File: src/rtl/seq_chunk_adder.sv
// Multi-cycle add/subtract unit that walks WIDTH-bit operands CHUNK bits per
// clock through one CHUNK-bit adder slice. The carry is held in a register
// between chunks. A start/busy/done handshake frames each operation.
module seq_chunk_adder #(
  parameter int WIDTH = 16,
  parameter int CHUNK = 4
) (
  input  logic             clock,
  input  logic             reset,
  input  logic             start,
  input  logic             op,
  input  logic [WIDTH-1:0] a,
  input  logic [WIDTH-1:0] b,
  input  logic             cin,
  output logic             busy,
  output logic             done,
  output logic [WIDTH-1:0] sum,
  output logic             cout,
  output logic             ovf
);

  localparam int NCHUNK = WIDTH / CHUNK;
  localparam int IDX_W  = (NCHUNK > 1) ? $clog2(NCHUNK) : 1;
  localparam logic [IDX_W-1:0] LAST_IDX = IDX_W'(NCHUNK - 1);

  typedef enum logic [1:0] {
    IDLE = 2'd0,
    BUSY = 2'd1,
    DONE = 2'd2
  } state_t;

  state_t           state_q, state_d;
  logic [IDX_W-1:0] idx_q, idx_d;
  logic             carry_q, carry_d;
  logic [WIDTH-1:0] a_q, a_d;
  logic [WIDTH-1:0] b_q, b_d;
  logic [WIDTH-1:0] sum_q, sum_d;
  logic             cout_q, cout_d;
  logic             ovf_q, ovf_d;
  logic             busy_q, busy_d;
  logic             done_q, done_d;

  logic [CHUNK-1:0] a_chunk;
  logic [CHUNK-1:0] b_chunk;
  logic [CHUNK:0]   chunk_res;
  logic             msb_carry_in;

  // Next-state logic: operand capture on accept, one adder slice per BUSY cycle,
  // and the Moore outputs precomputed from the next state so they come out of flops.
  always_comb begin
    state_d = state_q;
    idx_d   = idx_q;
    carry_d = carry_q;
    a_d     = a_q;
    b_d     = b_q;
    sum_d   = sum_q;
    cout_d  = cout_q;
    ovf_d   = ovf_q;

    a_chunk   = a_q[idx_q*CHUNK +: CHUNK];
    b_chunk   = b_q[idx_q*CHUNK +: CHUNK];
    chunk_res = {1'b0, a_chunk} + {1'b0, b_chunk} + {{CHUNK{1'b0}}, carry_q};
    // The carry into the top bit of the slice is recovered from that bit's sum
    // and operands, which also covers the bit-serial case without a special path.
    msb_carry_in = chunk_res[CHUNK-1] ^ a_chunk[CHUNK-1] ^ b_chunk[CHUNK-1];

    case (state_q)
      IDLE: begin
        if (start) begin
          a_d     = a;
          b_d     = op ? ~b : b;
          carry_d = op ? 1'b1 : cin;
          idx_d   = '0;
          sum_d   = '0;
          state_d = BUSY;
        end
      end
      BUSY: begin
        sum_d[idx_q*CHUNK +: CHUNK] = chunk_res[CHUNK-1:0];
        carry_d = chunk_res[CHUNK];
        if (idx_q == LAST_IDX) begin
          cout_d  = chunk_res[CHUNK];
          ovf_d   = msb_carry_in ^ chunk_res[CHUNK];
          idx_d   = '0;
          state_d = DONE;
        end else begin
          idx_d = idx_q + IDX_W'(1);
        end
      end
      DONE: begin
        state_d = IDLE;
      end
      default: begin
        state_d = IDLE;
      end
    endcase

    busy_d = (state_d == BUSY);
    done_d = (state_d == DONE);
  end

  // State and output registers; synchronous reset discards any partial result.
  always_ff @(posedge clock) begin
    if (reset) begin
      state_q <= IDLE;
      idx_q   <= '0;
      carry_q <= 1'b0;
      a_q     <= '0;
      b_q     <= '0;
      sum_q   <= '0;
      cout_q  <= 1'b0;
      ovf_q   <= 1'b0;
      busy_q  <= 1'b0;
      done_q  <= 1'b0;
    end else begin
      state_q <= state_d;
      idx_q   <= idx_d;
      carry_q <= carry_d;
      a_q     <= a_d;
      b_q     <= b_d;
      sum_q   <= sum_d;
      cout_q  <= cout_d;
      ovf_q   <= ovf_d;
      busy_q  <= busy_d;
      done_q  <= done_d;
    end
  end

  assign busy = busy_q;
  assign done = done_q;
  assign sum  = sum_q;
  assign cout = cout_q;
  assign ovf  = ovf_q;

endmodule
File: config.mk
export PLATFORM = sky130hd
export DESIGN_NAME = seq_chunk_adder
export DESIGN_NICKNAME = d
export VERILOG_FILES = /design/src/rtl/seq_chunk_adder.sv
export SDC_FILE = /design/constraint.sdc
export NUM_CORES = 1
export LEC_CHECK = 0
export ABC_AREA = 1
export CORE_MARGIN = 2
export CORE_UTILIZATION = 51
export CTS_CLUSTER_SIZE = 25
export DETAILED_ROUTE_END_ITERATION = 16
export HOLD_SLACK_MARGIN = 0.06
export PLACE_DENSITY = 0.88
export RECOVER_POWER = 100
export SLEW_MARGIN = 15
export SYNTH_ARGS = -nofsm -noshare
export SYNTH_HDL_FRONTEND = slang
export SYNTH_SLANG_ARGS = --single-unit
File: constraint.sdc
create_clock -name clock -period 3.1 [get_ports clock]
set_input_delay 0.62 -clock clock [delete_from_list [all_inputs] [get_ports clock]]
set_output_delay 0.62 -clock clock [all_outputs]
set_load 0.01 [all_outputs]
# Yosys cells after proc, flatten, opt, wreduce, memory -nomap -nowiden
# Index checks and enable logic that the tools add are counted.
# Widths: inputs -> output; s select.
totals:
  regBits: 57
  wordCells: 45
  input_bits: 37
  out_inout_bits: 20
op_classes:
  shift: 4
  mux: 13
  n_eq_ne: 5
  add_sub_neg: 4
  n_reduce_logical: 5
  bitwise: 4
ops:
  columns: ["operator", "n"]
  rows:
  - ["$neg 4->34", 1]
  - ["$shift 4x34->16 const A", 1]
  - ["$shiftx 4x34->16", 1]
  - ["$mux 16", 2]
  - ["$pmux 16 s2", 1]
  - ["$shiftx 16x5->4", 2]
  - ["$bwmux 16", 1]
  - ["$not 16->16", 1]
  - ["$mux 2", 4]
  - ["$pmux 2 s2", 2]
  - ["$reduce_and 2->1", 3]
  - ["$add 4x4->5", 1]
  - ["$add 5x1->5", 1]
  - ["$eq 2x1->1 const B", 2]
  - ["$eq 2x2->1 const B", 2]
  - ["$xor 1x1->1", 3]
  - ["$add 2x1->2 const B", 1]
  - ["$logic_not 2->1", 1]
  - ["$mux 1", 2]
  - ["$ne 2x2->1 const B", 1]
  - ["$pmux 1 s2", 1]
  - ["$reduce_bool 2->1", 1]

# Logic depth before layout (Yosys ltp)
depth:
  word_depth: 6
  depth_mapped: 16
  mapped_depth_nobuf: 16

# Worst setup path before layout
# No wires, ideal clock.
synth_path:
  kind: "reg-to-reg"
  from: "register idx_q[0]"
  to: "register ovf_q (netlist: ovf)"
  path_slack_ns: 0.658
  required_time_ns: 2.991
  path_stages_with_launch: 16
  arrival_ns: 2.333
  synth_period_minus_slack_ns: 2.442
  setup_ns: 0.109
  path_buffers: 2
  path_cell_list: "dfxtp_1 -> inv_1 -> buf_2 -> buf_2 -> nor2_1 -> o22ai_1 -> fa_1 -> fa_1 -> nand2_1 -> nand3_1 -> nand3_1 -> nand2_1 -> nand2_1 -> nand3_1 -> nand2_1 -> inv_1"
synth_via:
  elab_chain_len: 6
  elab_cells_between_ends: 9
  classes_between: "add/sub: 2; eq/ne: 1; shift: 2; bitwise: 3; reduce/logical: 1"
synth_rtl:
  columns: ["item", "line_no", "rtl"]
  rows:
  - ["start: declaration", "33", "logic [IDX_W-1:0] idx_q, idx_d;"]
  - ["start signal: assignment", "117", "idx_q <= idx_d;"]
  - ["$shiftx 16x5->4 (on tied branches)", "60, 61", null]
  - ["$add 4x4->5", "62", "chunk_res = {1'b0, a_chunk} + {1'b0, b_chunk} + {{CHUNK{1'b0}}, carry_q};"]
  - ["$add 5x1->5", "62", null]
  - ["$xor 1x1->1 (2 in a row)", "65", "msb_carry_in = chunk_res[CHUNK-1] ^ a_chunk[CHUNK-1] ^ b_chunk[CHUNK-1];"]
  - ["$xor 1x1->1", "83", "ovf_d = msb_carry_in ^ chunk_res[CHUNK];"]
  - ["end signal: assignment", "123", "ovf_q <= ovf_d;"]
  - ["end: declaration", "39", "logic ovf_q, ovf_d;"]
# Several ways; a longest one is shown, not always the timed one.
# A chain may end at the register's enable or synchronous reset.

# Worst setup path in the final report
layout_path:
  from: "input start"
  to: "register a_q[4]"
layout_via:
  elab_chain_len: 1
layout_rtl:
  columns: ["item", "line_no", "rtl"]
  rows:
  - ["start: declaration", "10", "input logic start,"]
  - ["$reduce_and 2->1 (no source line)", null, null]
  - ["end signal: assignment", "108", "a_q <= '0;"]
  - ["end signal: assignment", "119", "a_q <= a_d;"]
  - ["end: declaration", "35", "logic [WIDTH-1:0] a_q, a_d;"]
# No other way between the ends.

==> impl_metrics.tcl <==
set metrics [dict create \
    outcome "finished, final reports clean" \
    fin_nets 461 \
    cts_tree "done" \
    synth_xor_area_share_pct 5.48 \
    design_area_sq_um 3490 \
    synthMuxAreaShare_pct 0 \
    hold_class "reg -> reg" \
    synth_top_area_share_pct 42.0 \
    worst-path-max-fanout 42 \
    worst_pin_slew_ns 0.930 \
    diodes 0 \
    drv_cap 0 \
    synth.most_common_cell "nor2_1" \
    synth-main-ff-cell "dfxtp_1" \
    reg2reg_from "idx_q[0]" \
    synth_edf_count 0 \
    rows 26 \
    yosys-top-cells-area "dfxtp_1 (42%), nor2_1 (10%), nand2_1 (8.4%)" \
    clk_pin_slew_ns 0.06 \
    min_from "sum[12]" \
    die_area_sq_um 5930 \
    clockRootBuffer "clkbuf_8" \
    synthTopCellsByCount "nor2_1 (73), nand2_1 (61), dfxtp_1 (57)" \
    cp_slowest_cell "clkbuf_2" \
    ys_async_sr_fraction_pct 0 \
    cts_hold_buf 0 \
    initial_core_util_pct 52.9 \
    clk_path_buf_depth 2 \
    cp_common_cell "nor2_1" \
    drc 0 \
    power_density_nw_per_um2 521 \
    synthSimpleGateAreaFrac_pct 25.0 \
    crit_arrival_ns 3.11 \
    fp.dieW_microns 77.0 \
    fin_crit_sh_pct 93.2 \
    final.hold.worst_slack_ns 0.460 \
    synth.largest_area_cell "dfxtp_1" \
    netlist_instances 357 \
    drt_pass1_iterations 6 \
    portBuffers 56 \
    place.gp.congestion 0.867 \
    instances_no_fill 490 \
    wirelength_microns 6300 \
    io_pins 57 \
    p_leak_nw 1.45 \
    wl_per_cell_microns 12.9 \
    synth_compound_area_share_pct 16.8 \
    placed_cells 470 \
    synth_top_family_by_area "simple AND/OR/NAND/NOR gates" \
    layout-drive-gt1-share_pct 8.57 \
    fmax_mhz 346 \
    path_class "in -> reg" \
    netlist_area_sq_um 2720 \
    critical-path-max-stage-delay_ns 0.71 \
    grt.overflow.total 0 \
    synth_nets 403 \
    yosysUniqueCellTypes 31 \
    setup_slack_ns 0.212 \
    hold_viol_final 0 \
    hpwl_microns 4620 \
    worstPathRequired_ns 3.33 \
    track_usage_pct 22.7 \
    yosys_warnings 0 \
    grt_pass1_vias 2515 \
    core-area_sq_um 5140 \
    timing.final.max_slew_violations 0 \
    htree_levels 3 \
    synthAdderAreaFrac_pct 4.70 \
    cts_buffers 9 \
    crit_path_end_kind "flip-flop" \
    crit_chain "clkdlybuf4s50_1 -> nand2_2 -> nor2_1 -> clkbuf_2 -> inv_2 -> nor2_1 -> nor2_1" \
    whs_path_depth 2 \
    critPathLaunch "start" \
    area_delta_synth_final_pct 28.5 \
    place_worst_setup_slack_ns 0.281 \
    avgViaCountPerCell 5.37 \
    clock_skew_ns 0.00805 \
    synth-seq-area-share_pct 42.0 \
    max_slew_margin_pct 37.8 \
    reg2regPathDepth 13 \
    final.min_clock_period_ns 2.89 \
    grt_pass1_wl_microns 10800 \
    start_kind "primary input" \
    dr.first_iter.drc_count 164 \
    peakVddDrop_mv 0.254 \
    ys_ff_latch 57 \
    clk_latency_ns 0.34 \
    dieHeight_microns 77.0 \
    setup_viol 0 \
    antenna_found_initial 0 \
    syn_avg_cell_area_sq_um 7.61 \
    cts.sinks 57 \
    dpl-instance-area_sq_um 3310 \
    vias 2631 \
    grt_max_degree 43 \
    ant_nets 0 \
]
-- timing repair --
| action | CTS | global route |
|---|---|---|
| setup endpoints to repair | 0 | 3 |
| gates resized for setup | 0 | 1 |
| setup buffers | 0 | 4 |
-- final timing paths --
path              slack, ns      end
hold / removal         0.46  sum[12]
hold reg to reg        0.46  sum[12]
setup reg to reg       0.22      ovf
setup / recovery       0.21   a_q[4]
-- report_power, final --
part,internal [W],switching (W),total (W)
clock network,0.000329,0.000277,0.000607
registers,0.000780,0.0000320,0.000812
logic,0.000169,0.000230,0.000399
total,0.00128,0.000539,0.00182
-- kinds of logic (layout without fill, tap and decap cells) --
logic type | count (synthesis) | in the layout
xor+xnor | 17 | 17
compound gates | 78 | 78
flops | 57 | 57
fa+ha+maj | 9 | 9
simple gates | 163 | 163
buf+inv | 33 | 96
-- final cells by class --
type | instances | area, sq um
well taps | 70 | 87.6
inverters | 15 | 62.6
flip-flops and latches | 57 | 1140
fillers | 452 | 1650
repair buffers | 65 | 622
multi-input cells | 267 | 1400
clock buffers | 13 | 159
clock inverters | 3 | 15.0
-- registers in the layout, summed over array words and instances, names as in the netlist --
| register | cells |
|---|---|
| cout | 1 |
| done | 1 |
| b_q | 16 |
| idx_q | 2 |
| a_q | 16 |
| busy | 1 |
| sum | 16 |
| ovf | 1 |
| state_q | 2 |
| carry_q | 1 |
-- placed cells by master (no fill, tap or decap) --
| cell | count |
|---|---|
| xor2_1 | 1 |
| clkdlybuf4s50_1 | 35 |
| nor2_1 | 75 |
| a21oi_2 | 2 |
| a31oi_1 | 1 |
| dfxtp_1 | 57 |
| nand3_1 | 19 |
| clkbuf_1 | 3 |
| o22ai_1 | 6 |
| a22oi_1 | 2 |
| nand2_2 | 3 |
| nor2_2 | 1 |
| inv_2 | 3 |
| inv_1 | 10 |
| dlygate4sd3_1 | 21 |
| o21ai_1 | 1 |
| clkinv_2 | 3 |
| buf_4 | 7 |
| nor2_4 | 1 |
| ha_1 | 7 |
| o21ai_0 | 29 |
| a211oi_1 | 16 |
| clkbuf_8 | 11 |
| nor4_2 | 1 |
| clkinvlp_4 | 1 |
| nand3_2 | 1 |
| a21oi_1 | 20 |
| clkbuf_2 | 1 |
| nand2_1 | 61 |
| xnor2_1 | 16 |
| fa_1 | 2 |
| and3_1 | 1 |
| inv_4 | 1 |
| o211a_1 | 1 |
-- critical path, delay by kind of cell --
kind | cells | cell delay [ns]
buffers and inverters | 3 | 1.47
AND/OR/NAND/NOR | 4 | 1.01
-- routing by layer --
layer / vias up / track usage [%] / routed length, microns
met4: 0 / 8.75 / 136
met3: 14 / 7.41 / 346
met1: 1211 / 26.5 / 2670
li1: 1299 / - / -
met2: 107 / 38.7 / 3140
met5: - / 0 / 0
-- stage by stage --
stage / setup TNS (ns) / utilization, % / total power, W
finish: 0 / 67.9 / 0.00182
global route: -0.0177 / 67.9 / 0.00192
CTS: 0 / 67.8 / 0.00182
detailed placement: 0 / 64.4 / 0.00122
global placement: 0 / 64.4 / 0.00120
floorplan: 0 / - / 0.00109
Note: power is estimated with default switching activity, not from simulation.
